<file path="src/rtl/timer_sched_pkg.sv">
// Shared types and defaults for the timer scheduler block.
// Latency: n/a (types and constants only).
// Backpressure: n/a.
package timer_sched_pkg;

    typedef enum logic [1:0] {
        IDLE    = 2'd0,
        RUN     = 2'd1,
        RELEASE = 2'd2
    } sched_state_t;

    localparam int NUM_REQ_DEF = 3;

endpackage : timer_sched_pkg

</file>
<file path="src/rtl/rr_pick.sv">
// Round-robin priority picker: first set request strictly after ptr, wrapping.
// Latency: combinational.
// Backpressure: none.
//
// Ports:
//   req      request vector
//   ptr      index of the last winner; search starts at ptr+1
//   gnt_oh   one-hot winner (zero if no request)
//   gnt_idx  winner index (valid only when vld)
//   vld      at least one request present
module rr_pick #(
    parameter int NUM_REQ = 3,
    parameter int PTR_W   = (NUM_REQ > 1) ? $clog2(NUM_REQ) : 1
) (
    input  logic [NUM_REQ-1:0] req,
    input  logic [PTR_W-1:0]   ptr,
    output logic [NUM_REQ-1:0] gnt_oh,
    output logic [PTR_W-1:0]   gnt_idx,
    output logic               vld
);

    localparam logic [PTR_W-1:0] LAST = PTR_W'(NUM_REQ - 1);

    logic [PTR_W-1:0] idx;

    // Walk the candidates in priority order ptr+1, ptr+2, ... ptr; the
    // last one visited is ptr itself, so the previous owner ranks lowest.
    always_comb begin
        gnt_oh  = '0;
        gnt_idx = '0;
        vld     = 1'b0;
        idx     = ptr;
        for (int i = 0; i < NUM_REQ; i++) begin
            idx = (idx == LAST) ? '0 : idx + 1'b1;
            if (!vld && req[idx]) begin
                vld         = 1'b1;
                gnt_oh[idx] = 1'b1;
                gnt_idx     = idx;
            end
        end
    end

endmodule : rr_pick

</file>
<file path="src/rtl/timer.sv">
// Fixed-duration cycle timer: done asserts after DURATION enabled edges.
// Latency: done is combinational from the count; count clears one edge after enable drops.
// Backpressure: none; the count saturates at DURATION while enable stays high.
//
// Ports:
//   clk, rst_n  clock, asynchronous active-low reset
//   enable      count while high, clear while low
//   done        count has reached DURATION
module timer #(
    parameter int DURATION = 100
) (
    input  logic clk,
    input  logic rst_n,
    input  logic enable,
    output logic done
);

    localparam int CNT_W = $clog2(DURATION + 1);
    localparam logic [CNT_W-1:0] TERM = CNT_W'(DURATION);

    logic [CNT_W-1:0] cnt_q;
    logic [CNT_W-1:0] cnt_d;

    always_comb begin
        cnt_d = cnt_q;
        if (!enable) begin
            cnt_d = '0;
        end else if (cnt_q != TERM) begin
            cnt_d = cnt_q + 1'b1;
        end
    end

    always_ff @(posedge clk or negedge rst_n) begin
        if (!rst_n) begin
            cnt_q <= '0;
        end else begin
            cnt_q <= cnt_d;
        end
    end

    assign done = (cnt_q == TERM);

endmodule : timer

</file>
<file path="src/rtl/timer_scheduler.sv">
// Round-robin sharing of one fixed-duration timer among NUM_REQ requesters.
// Latency: grant 1 edge after request in IDLE; expire pulse DURATION+1 edges after grant, grant drops 1 edge later.
// Backpressure: non-owner requests wait (as live levels) until IDLE; no queueing.
//
// Ports:
//   clk, rst_n  clock, asynchronous active-low reset
//   req_i       level requests, held until the matching expire/abort pulse
//   grant_o     one-hot (or zero) current timer owner
//   expire_o    one-cycle pulse: owner's timeout elapsed
//   abort_o     one-cycle pulse: owner dropped its request before expiry
//   busy_o      timer in use (state is not IDLE)
module timer_scheduler
    import timer_sched_pkg::*;
#(
    parameter int NUM_REQ  = NUM_REQ_DEF,
    parameter int DURATION = 100
) (
    input  logic               clk,
    input  logic               rst_n,
    input  logic [NUM_REQ-1:0] req_i,
    output logic [NUM_REQ-1:0] grant_o,
    output logic [NUM_REQ-1:0] expire_o,
    output logic [NUM_REQ-1:0] abort_o,
    output logic               busy_o
);

    localparam int PTR_W = (NUM_REQ > 1) ? $clog2(NUM_REQ) : 1;

    sched_state_t       state_q,  state_d;
    logic [NUM_REQ-1:0] grant_q,  grant_d;
    logic [NUM_REQ-1:0] expire_q, expire_d;
    logic [NUM_REQ-1:0] abort_q,  abort_d;
    logic [PTR_W-1:0]   ptr_q,    ptr_d;

    logic [NUM_REQ-1:0] pick_oh;
    logic [PTR_W-1:0]   pick_idx;
    logic               pick_vld;
    logic               tmr_en;
    logic               tmr_done;

    rr_pick #(
        .NUM_REQ (NUM_REQ),
        .PTR_W   (PTR_W)
    ) u_rr_pick (
        .req     (req_i),
        .ptr     (ptr_q),
        .gnt_oh  (pick_oh),
        .gnt_idx (pick_idx),
        .vld     (pick_vld)
    );

    // Timer runs only in RUN; the single low cycle in RELEASE clears it so
    // every grant times a full DURATION.
    assign tmr_en = (state_q == RUN);

    timer #(
        .DURATION (DURATION)
    ) u_timer (
        .clk    (clk),
        .rst_n  (rst_n),
        .enable (tmr_en),
        .done   (tmr_done)
    );

    always_comb begin
        state_d  = state_q;
        grant_d  = grant_q;
        ptr_d    = ptr_q;
        expire_d = '0;
        abort_d  = '0;
        case (state_q)
            IDLE: begin
                if (pick_vld) begin
                    grant_d = pick_oh;
                    ptr_d   = pick_idx;
                    state_d = RUN;
                end
            end
            RUN: begin
                // Expiry takes precedence over a same-cycle request drop.
                if (tmr_done) begin
                    expire_d = grant_q;
                    state_d  = RELEASE;
                end else if ((req_i & grant_q) == '0) begin
                    abort_d = grant_q;
                    state_d = RELEASE;
                end
            end
            RELEASE: begin
                grant_d = '0;
                state_d = IDLE;
            end
            default: begin
                grant_d = '0;
                state_d = IDLE;
            end
        endcase
    end

    always_ff @(posedge clk or negedge rst_n) begin
        if (!rst_n) begin
            state_q  <= IDLE;
            grant_q  <= '0;
            expire_q <= '0;
            abort_q  <= '0;
            ptr_q    <= PTR_W'(NUM_REQ - 1);
        end else begin
            state_q  <= state_d;
            grant_q  <= grant_d;
            expire_q <= expire_d;
            abort_q  <= abort_d;
            ptr_q    <= ptr_d;
        end
    end

    assign grant_o  = grant_q;
    assign expire_o = expire_q;
    assign abort_o  = abort_q;
    assign busy_o   = (state_q != IDLE);

endmodule : timer_scheduler

</file>
<file path="config.mk">
export PLATFORM = sky130hd
export DESIGN_NAME = timer_scheduler
export DESIGN_NICKNAME = d
export VERILOG_FILES = /design/src/rtl/timer_sched_pkg.sv /design/src/rtl/rr_pick.sv /design/src/rtl/timer.sv /design/src/rtl/timer_scheduler.sv
export SDC_FILE = /design/constraint.sdc
export NUM_CORES = 1
export LEC_CHECK = 0
export BUFFER_PORTS_ARGS = -buffer_cell sky130_fd_sc_hd__buf_2
export CORE_MARGIN = 4
export CORE_UTILIZATION = 45
export CTS_CLUSTER_SIZE = 12
export DETAILED_ROUTE_END_ITERATION = 12
export PLACE_DENSITY = 0.72
export SYNTH_ARGS = -nofsm -noshare
export SYNTH_HDL_FRONTEND = slang
export SYNTH_HIERARCHICAL = 1
export SYNTH_SLANG_ARGS = --single-unit
</file>
<file path="constraint.sdc">
create_clock -name clk -period 2 [get_ports clk]
set_input_delay 0.1 -clock clk [delete_from_list [all_inputs] [get_ports clk]]
set_output_delay 0.1 -clock clk [all_outputs]
set_load 0.005 [all_outputs]
</file>
==> impl_metrics.toml, run 1 <==
[timing]
whs_ns = 0.216
period_share_pct = 71.6
rsz0062_at_grt = "false"
fin_skew_ns = 0.00303
final_max_slew_viol_count = 0
tightestPinTransition_ns = 0.437
hold_violations = 0
fin_tns_setup_ns = 0
setup_viol = 0
slew_headroom_pct = 70.9
fmax_ghz = 0.698
final.min_clock_period_ns = 1.43

[critical_path]
critPathLaunchType = "flip-flop"
setup.worst_path.end = "abort_o[2]"
r2r_start = "u_timer/cnt_q[0]"
cp.arrival_ns = 1.62
startpoint = "u_timer/cnt_q[0]"
rr_worst_depth = 7
endpoint_kind = "flip-flop"
rr_endpoint = "abort_o[2]"
critical_path_class = "reg2reg"
rrSetupSlack_ns = 0.57
required_ns = 2.19
crit_fanout = 9

[floorplan]
num_rows = 16
die_y_um = 54.6
start_util_pct = 48.4
num_io_pins = 15
coreArea_um2 = 2020
die_w_um = 54.6
die-area_um2 = 2980

[synthesis]
syn-num-nets = 94
synth_mux_area_share_pct = 8.44
netlist_area_um2 = 978
synthAdderAreaFrac_pct = 2.56
ys_types = 33
synthTopCellsByArea = "dfrtp_1, mux2i_1, nand2_1"
syn_inst = 87
synth_xor_area_share_pct = 0.895
synth_top_family_by_area = "simple AND/OR/NAND/NOR gates"
yosys.area_share.simple_pct = 24.8
ys_seq_elements = 20
synth_top_area_share_pct = 48.6
synth_compound_area_share_pct = 9.46
synth.largest_area_cell = "dfrtp_1"
synth_area_per_cell_um2 = 11.2
yosysSeqAreaShare_pct = 51.3
ys_warn_count = 6

[finish]
final_core_util_pct = 56.1
finalNetCount = 114
areaGrowthSynthToFinish_pct = 15.9
drive_gt1_share_pct = 29.2
diodes = 0
nFillCells = 172

[route]
ant_nets = 0
first_pass_iters = 4
drc = 0
wl_per_cell_um = 12.2
vias_per_cell = 5.29
wl_um = 1630
drtIter0Drc = 9
num_vias = 703

[clock_network]
numCtsBuffers = 3
cts_tree = "built"
clockBufferDepth = 2
cts_num_sinks = 20
insertion_delay_ns = 0.29
clk_pin_slew_worst_paths_ns = 0.11
htree_levels = 1
cts_resized = 0
clockRootBuffer = "clkbuf_4"

[flow_run]
max_cap_viol_count = 0

[global_routing]
use_met1_pct = 16.8
grt_pass1_wl_um = 2790
grt_max_degree = 21
top_usage_layer = "met2"
globalRouteMet3Util_pct = 3.27
grt_util_met2_pct = 21.1
grt_overflow = 0
grt_util_all_layers_pct = 12.9
grt_pass1_vias = 644
antenna_found_initial = 0

[hold_path]
hold_path_class = "in2reg"

[placement]
port_buffers = 14
hpwl_um = 1250
place.gp.congestion = 0.723

[pwr]
vdd_drop_max_v = 0.000491
leakagePower_nw = 0.579
p_per_area_nw_per_um2 = 1130

[outcome]
status = "completed"
metrics by stage:
step,power [mW],instances,area [um^2],setup slack (ns)
finish,1.28,133,1130,0.567
CTS,1.30,133,1130,0.554
floorplan,0.923,87,978,0.487
global placement,1.06,128,1090,0.614
detailed placement,1.07,128,1090,0.568
global route,1.39,133,1130,0.455
routing by layer:
metal  up-vias  share of wire [%]
met5         -                  0
met4         0               0.68
li1        347                  -
met3         2                5.3
met1       341                 47
met2        13                 47
state kept, by name, indices dropped and copies added, names as in the netlist:
| name | cells |
|---|---|
| ptr_q | 2 |
| grant_o | 3 |
| u_timer/cnt_q | 7 |
| expire_o | 3 |
| abort_o | 3 |
| state_q | 2 |
layout by cell type (no fill, tap or decap), types with 2 or more instances in the layout:
cell type and count:
dfrtp_1 19, buf_2 14, nor2_1 8, nand2_1 8
mux2i_1 6, inv_1 4, and2_1 4, and3_1 3
nand2b_1 3, o32ai_1 3, clkbuf_4 3, nor3b_2 2
mux2_2 2, buf_4 2, a22o_1 2, ha_1 2
worst min path at each step:
stage	from	to	slack [ns]	cells past startpoint
after detailed placement	rst_n	u_timer/cnt_q[6]	0.06	1
after global routing	req_i[2]	state_q[1]	0.23	4
after global placement	rst_n	u_timer/cnt_q[6]	0.06	1
after floorplan	rst_n	abort_o[0]	-0.20	0
final	req_i[1]	state_q[1]	0.22	4
after CTS	req_i[2]	state_q[1]	0.22	4
kinds of logic (layout without fill, tap and decap cells):
| logic type | after synthesis | after routing |
|---|---|---|
| and+or+nand+nor | 39 | 39 |
| DFF | 20 | 20 |
| AOI/OAI and AO/OA | 11 | 11 |
| muxes | 8 | 8 |
| buffers and inverters | 6 | 25 |
| adders and majority gates | 2 | 2 |
| xor gates and xnor gates | 1 | 1 |
layout make-up:
type                       instances  area (um^2)  share of cell area, %
inverter                           4         15.0                   1.32
tap                               27         33.8                   2.98
sequential                        20          502                   44.3
clock buffer                       4         36.3                   3.20
timing repair buffer              17         95.1                   8.39
multi-input combinational         61          452                   39.8
critical path, stage by stage, from the launching register on:
cell,delay [ns]
dfrtp_1,0.42
inv_1,0.08
ha_1,0.14
nand4b_1,0.13
nor3b_2,0.17
buf_4,0.18
nor3b_2,0.06
and2_1,0.15
power breakdown:
part	total (mW)	switching, mW	leakage, nW	internal, mW
Clock	0.227	0.116	0.0210	0.111
Combinational	0.452	0.222	0.291	0.231
Sequential	0.601	0.0967	0.267	0.505
Total	1.28	0.435	0.579	0.846
cells in the mapped netlist:
cell      instances
nand2b_1          3
buf_2             2
and2_1            4
or2_2             1
nand3b_1          1
nand4b_1          1
dfstp_2           1
nor2b_1           1
nor2b_4           1
or3_1             1
and3_2            1
ha_1              2
o22ai_1           1
or4b_1            1
mux2i_1           6
a222oi_1          1
mux2_2            2
nor2_1            8
nor3b_2           2
nand3_2           1
o21ai_0           1
and3_1            3
a22o_2            1
nand2b_4          1
a22o_1            2
nand3_1           1
inv_1             4
dfrtp_1          19
xnor2_1           1
o32ai_1           3
o211ai_1          1
o211a_1           1
nand2_1           8
repair_timing:
item | 4_1_cts | 5_1_grt
setup buffers | 0 | 0
hold endpoints to repair | 19 | 0
hold buffers | 1 | 0
(Power assumes the default switching activity.)
==> inputs of run 2 (changes only) <==
Settings changed: ABC_AREA from default to 1, PLACE_DENSITY 0.72 to 0.73.
Clock period 2 ns to 1.3 ns, I/O delays scaled along.
==> run 2 against run 1 <==
Compared with the run above:
- clock skew grew 0.0017 ns
- wire length is 38% higher
- cell area increased by 22%
- the flow now finishes with violations (setup timing)
- synthesized cell count up 77%
- setup slack lost 0.61 ns
- largest power group is now combinational logic
- critical endpoint is now grant_o[2]
==> impl_metrics.toml, run 2 <==
[outcome]
status = "finished, violations left"
violations = "setup timing"

[global_routing]
grt_pass1_wl_um = 3680
grt_util_all_layers_pct = 14.4
grt_overflow = 0
grt_max_degree = 21
grt_pass1_vias = 873
antenna_found_initial = 0

[timing]
setup_viol = 4
fin_skew_ns = 0.00469
final_max_slew_viol_count = 0
rsz0062_at_grt = "true"
slew_headroom_pct = 70.8
tightestPinTransition_ns = 0.438
period_share_pct = 103
fmax_ghz = 0.744
final.min_clock_period_ns = 1.34
hold_violations = 0
worst_slack_ns = -0.0432

[critical_path]
rr_worst_depth = 8
crit_fanout = 6
r2r_start = "ptr_q[1]"
cp_cell_sequence = "inv_4 -> nand3_1 -> nand3_2 -> nor2_2 -> nand3_1 -> nand2_1 -> nand2_1 -> nand2_1"
rr_endpoint = "grant_o[2]"
slowest_stage = "dfstp_2"
critPathLaunchType = "flip-flop"
required_ns = 1.56
critical_path_class = "reg2reg"
rrSetupSlack_ns = -0.04
endpoint_kind = "flip-flop"
cp_common_cell = "nand2_1"
cp.arrival_ns = 1.60
critPathMaxStageDelay_ns = 0.63

[finish]
nFillCells = 201
areaGrowthSynthToFinish_pct = 22.0
largest_reg_flops = 7
finalNetCount = 187
top_register = "u_timer/cnt_q"
diodes = 0
stdcell_area_um2 = 1380
drive_gt1_share_pct = 29.6
mostFrequentLayoutCell = "nand2_1"
most-common-layout-cells = "nand2_1, dfrtp_1, inv_1, nor2_1, buf_2"
final_core_util_pct = 60.0

[pwr]
vdd_drop_max_v = 0.00137
power.share.sequential_pct = 38.6
power.share.switching_pct = 43.6
combPwrFrac_pct = 46.5
leakagePower_nw = 0.760
p_total_mw = 2.44
internal_power_mw = 1.38
p_per_area_nw_per_um2 = 1770
p_sw_mw = 1.06
p_clk_share_pct = 14.9

[synthesis]
synth-edff-count = 0
synth_area_per_cell_um2 = 7.34
synthTopCellsByArea = "dfrtp_1, nand2_1, nand3_1"
syn_inst = 154
async_reset_ff_share_pct = 100
netlist_area_um2 = 1130
synth_flop_cell = "dfrtp_1"
yosysSeqAreaShare_pct = 44.4
ys_types = 22
synth.largest_area_cell = "dfrtp_1"
synth.most_common_cell = "nand2_1"
synth_top_area_share_pct = 42.1
syn-num-nets = 161
synthTopCellsByCount = "nand2_1, dfrtp_1, inv_1"
ys_warn_count = 6
ys_seq_elements = 20

[route]
wl_met2_um = 1030
top_layer_used = "met4"
vias_per_cell = 4.98
wl_um = 2240
met1Wirelength_um = 1020
num_vias = 1031
first_pass_iters = 5
wl_met3_um = 114
wl_per_cell_um = 10.8
ant_nets = 0
drtIter0Drc = 14
drc = 0

[floorplan]
coreArea_um2 = 2300
die-area_um2 = 3380
start_util_pct = 49.2
num_rows = 17
die_w_um = 58.1
die_y_um = 58.1
num_io_pins = 15

[hold_path]
min_to = "grant_o[0]"
holdCritStartpoint = "req_i[0]"
hold_path_class = "in2reg"
worstHoldPathCells = 5

[placement]
place.gp.congestion = 0.854
hpwl_um = 1670
port_buffers = 14
post_dp_cell_area_um2 = 1260

[clock_network]
htree_levels = 1
cts_tree = "built"
cts_num_sinks = 20
clockBufferDepth = 2
clk_pin_slew_worst_paths_ns = 0.11
clockRootBuffer = "clkbuf_4"
numCtsBuffers = 3
insertion_delay_ns = 0.31

[flow_run]
max_cap_viol_count = 0
run 2: cell types whose count changed after synthesis, sizes merged, moves of 4 or more:
| cell | delta |
|---|---|
| nand3 | +14 |
| and3 | -4 |
| nor2 | +13 |
| nand2b | -4 |
| mux2i | -6 |
| a21oi | +4 |
| nand2 | +51 |
| nand4 | +4 |
| and2 | -4 |
| inv | +16 |
run 2: worst max-delay path: cells and delay by family, from the launching register on:
kind	cells	cell delay [ns]
flops	1	0.63
simple gates	7	0.59
buf+inv	1	0.07
run 2: stage by stage:
step / setup WS, ns / setup TNS, ns / instances / hold WS, ns
2_1_floorplan: 0.0484 / 0 / 154 / -0.231
3_3_place_gp: 0.0107 / 0 / 199 / 0.0269
3_5_place_dp: -0.0125 / -0.0200 / 199 / 0.0370
4_1_cts: -0.0274 / -0.0756 / 205 / 0.161
5_1_grt: -0.167 / -0.587 / 207 / 0.225
6_report: -0.0432 / -0.135 / 207 / 0.195
run 2: repair_timing:
action,in CTS,in global routing
endpoints found under the hold margin,19,0
setup endpoints to repair,6,13
pin swaps,0,3
hold buffers,1,0
gates resized for setup,2,12
setup buffers,1,2
cloned,0,0
run 2: worst max-delay path by stage:
stage                           from         end  cells after the start
floorplan           u_timer/cnt_q[0]  state_q[0]                      9
global placement            ptr_q[1]  grant_o[2]                      8
detailed placement          ptr_q[1]  grant_o[2]                      8
CTS                         ptr_q[1]  grant_o[2]                      8
global route                ptr_q[1]  grant_o[2]                      8
finish                      ptr_q[1]  grant_o[2]                      8
run 2: layer usage:
metal	global-route usage, %	vias up
met2	22.6	29
met3	3.56	10
met5	0	-
li1	-	535
met4	8.61	0
met1	17.8	457
run 2: cell type report:
type,instances,area (um^2),area share (%)
inverters,22,88.8,6.44
clock buffers,4,36.3,2.63
well taps,28,35.0,2.54
repair buffers,22,133,9.62
flip-flops and latches,20,502,36.4
multi-input cells,111,584,42.4
run 2: power groups by stage:
| stage | registers, mW | logic (mW) | clock network, mW |
|---|---|---|---|
| floorplan | 0.924 | 0.715 | 0 |
| CTS | 0.918 | 1.05 | 0.382 |
| global placement | 0.928 | 1.00 | 0 |
| detailed placement | 0.932 | 1.02 | 0 |
| finish | 0.943 | 1.14 | 0.365 |
| global route | 0.959 | 1.30 | 0.412 |
run 2: cell families after synthesis:
group,share of synthesized area (%)
AOI/OAI and AO/OA,5.21
adders and majority gates,2.21
buffers and inverters,7.64
DFF,44.4
and+or+nand+nor,40.5
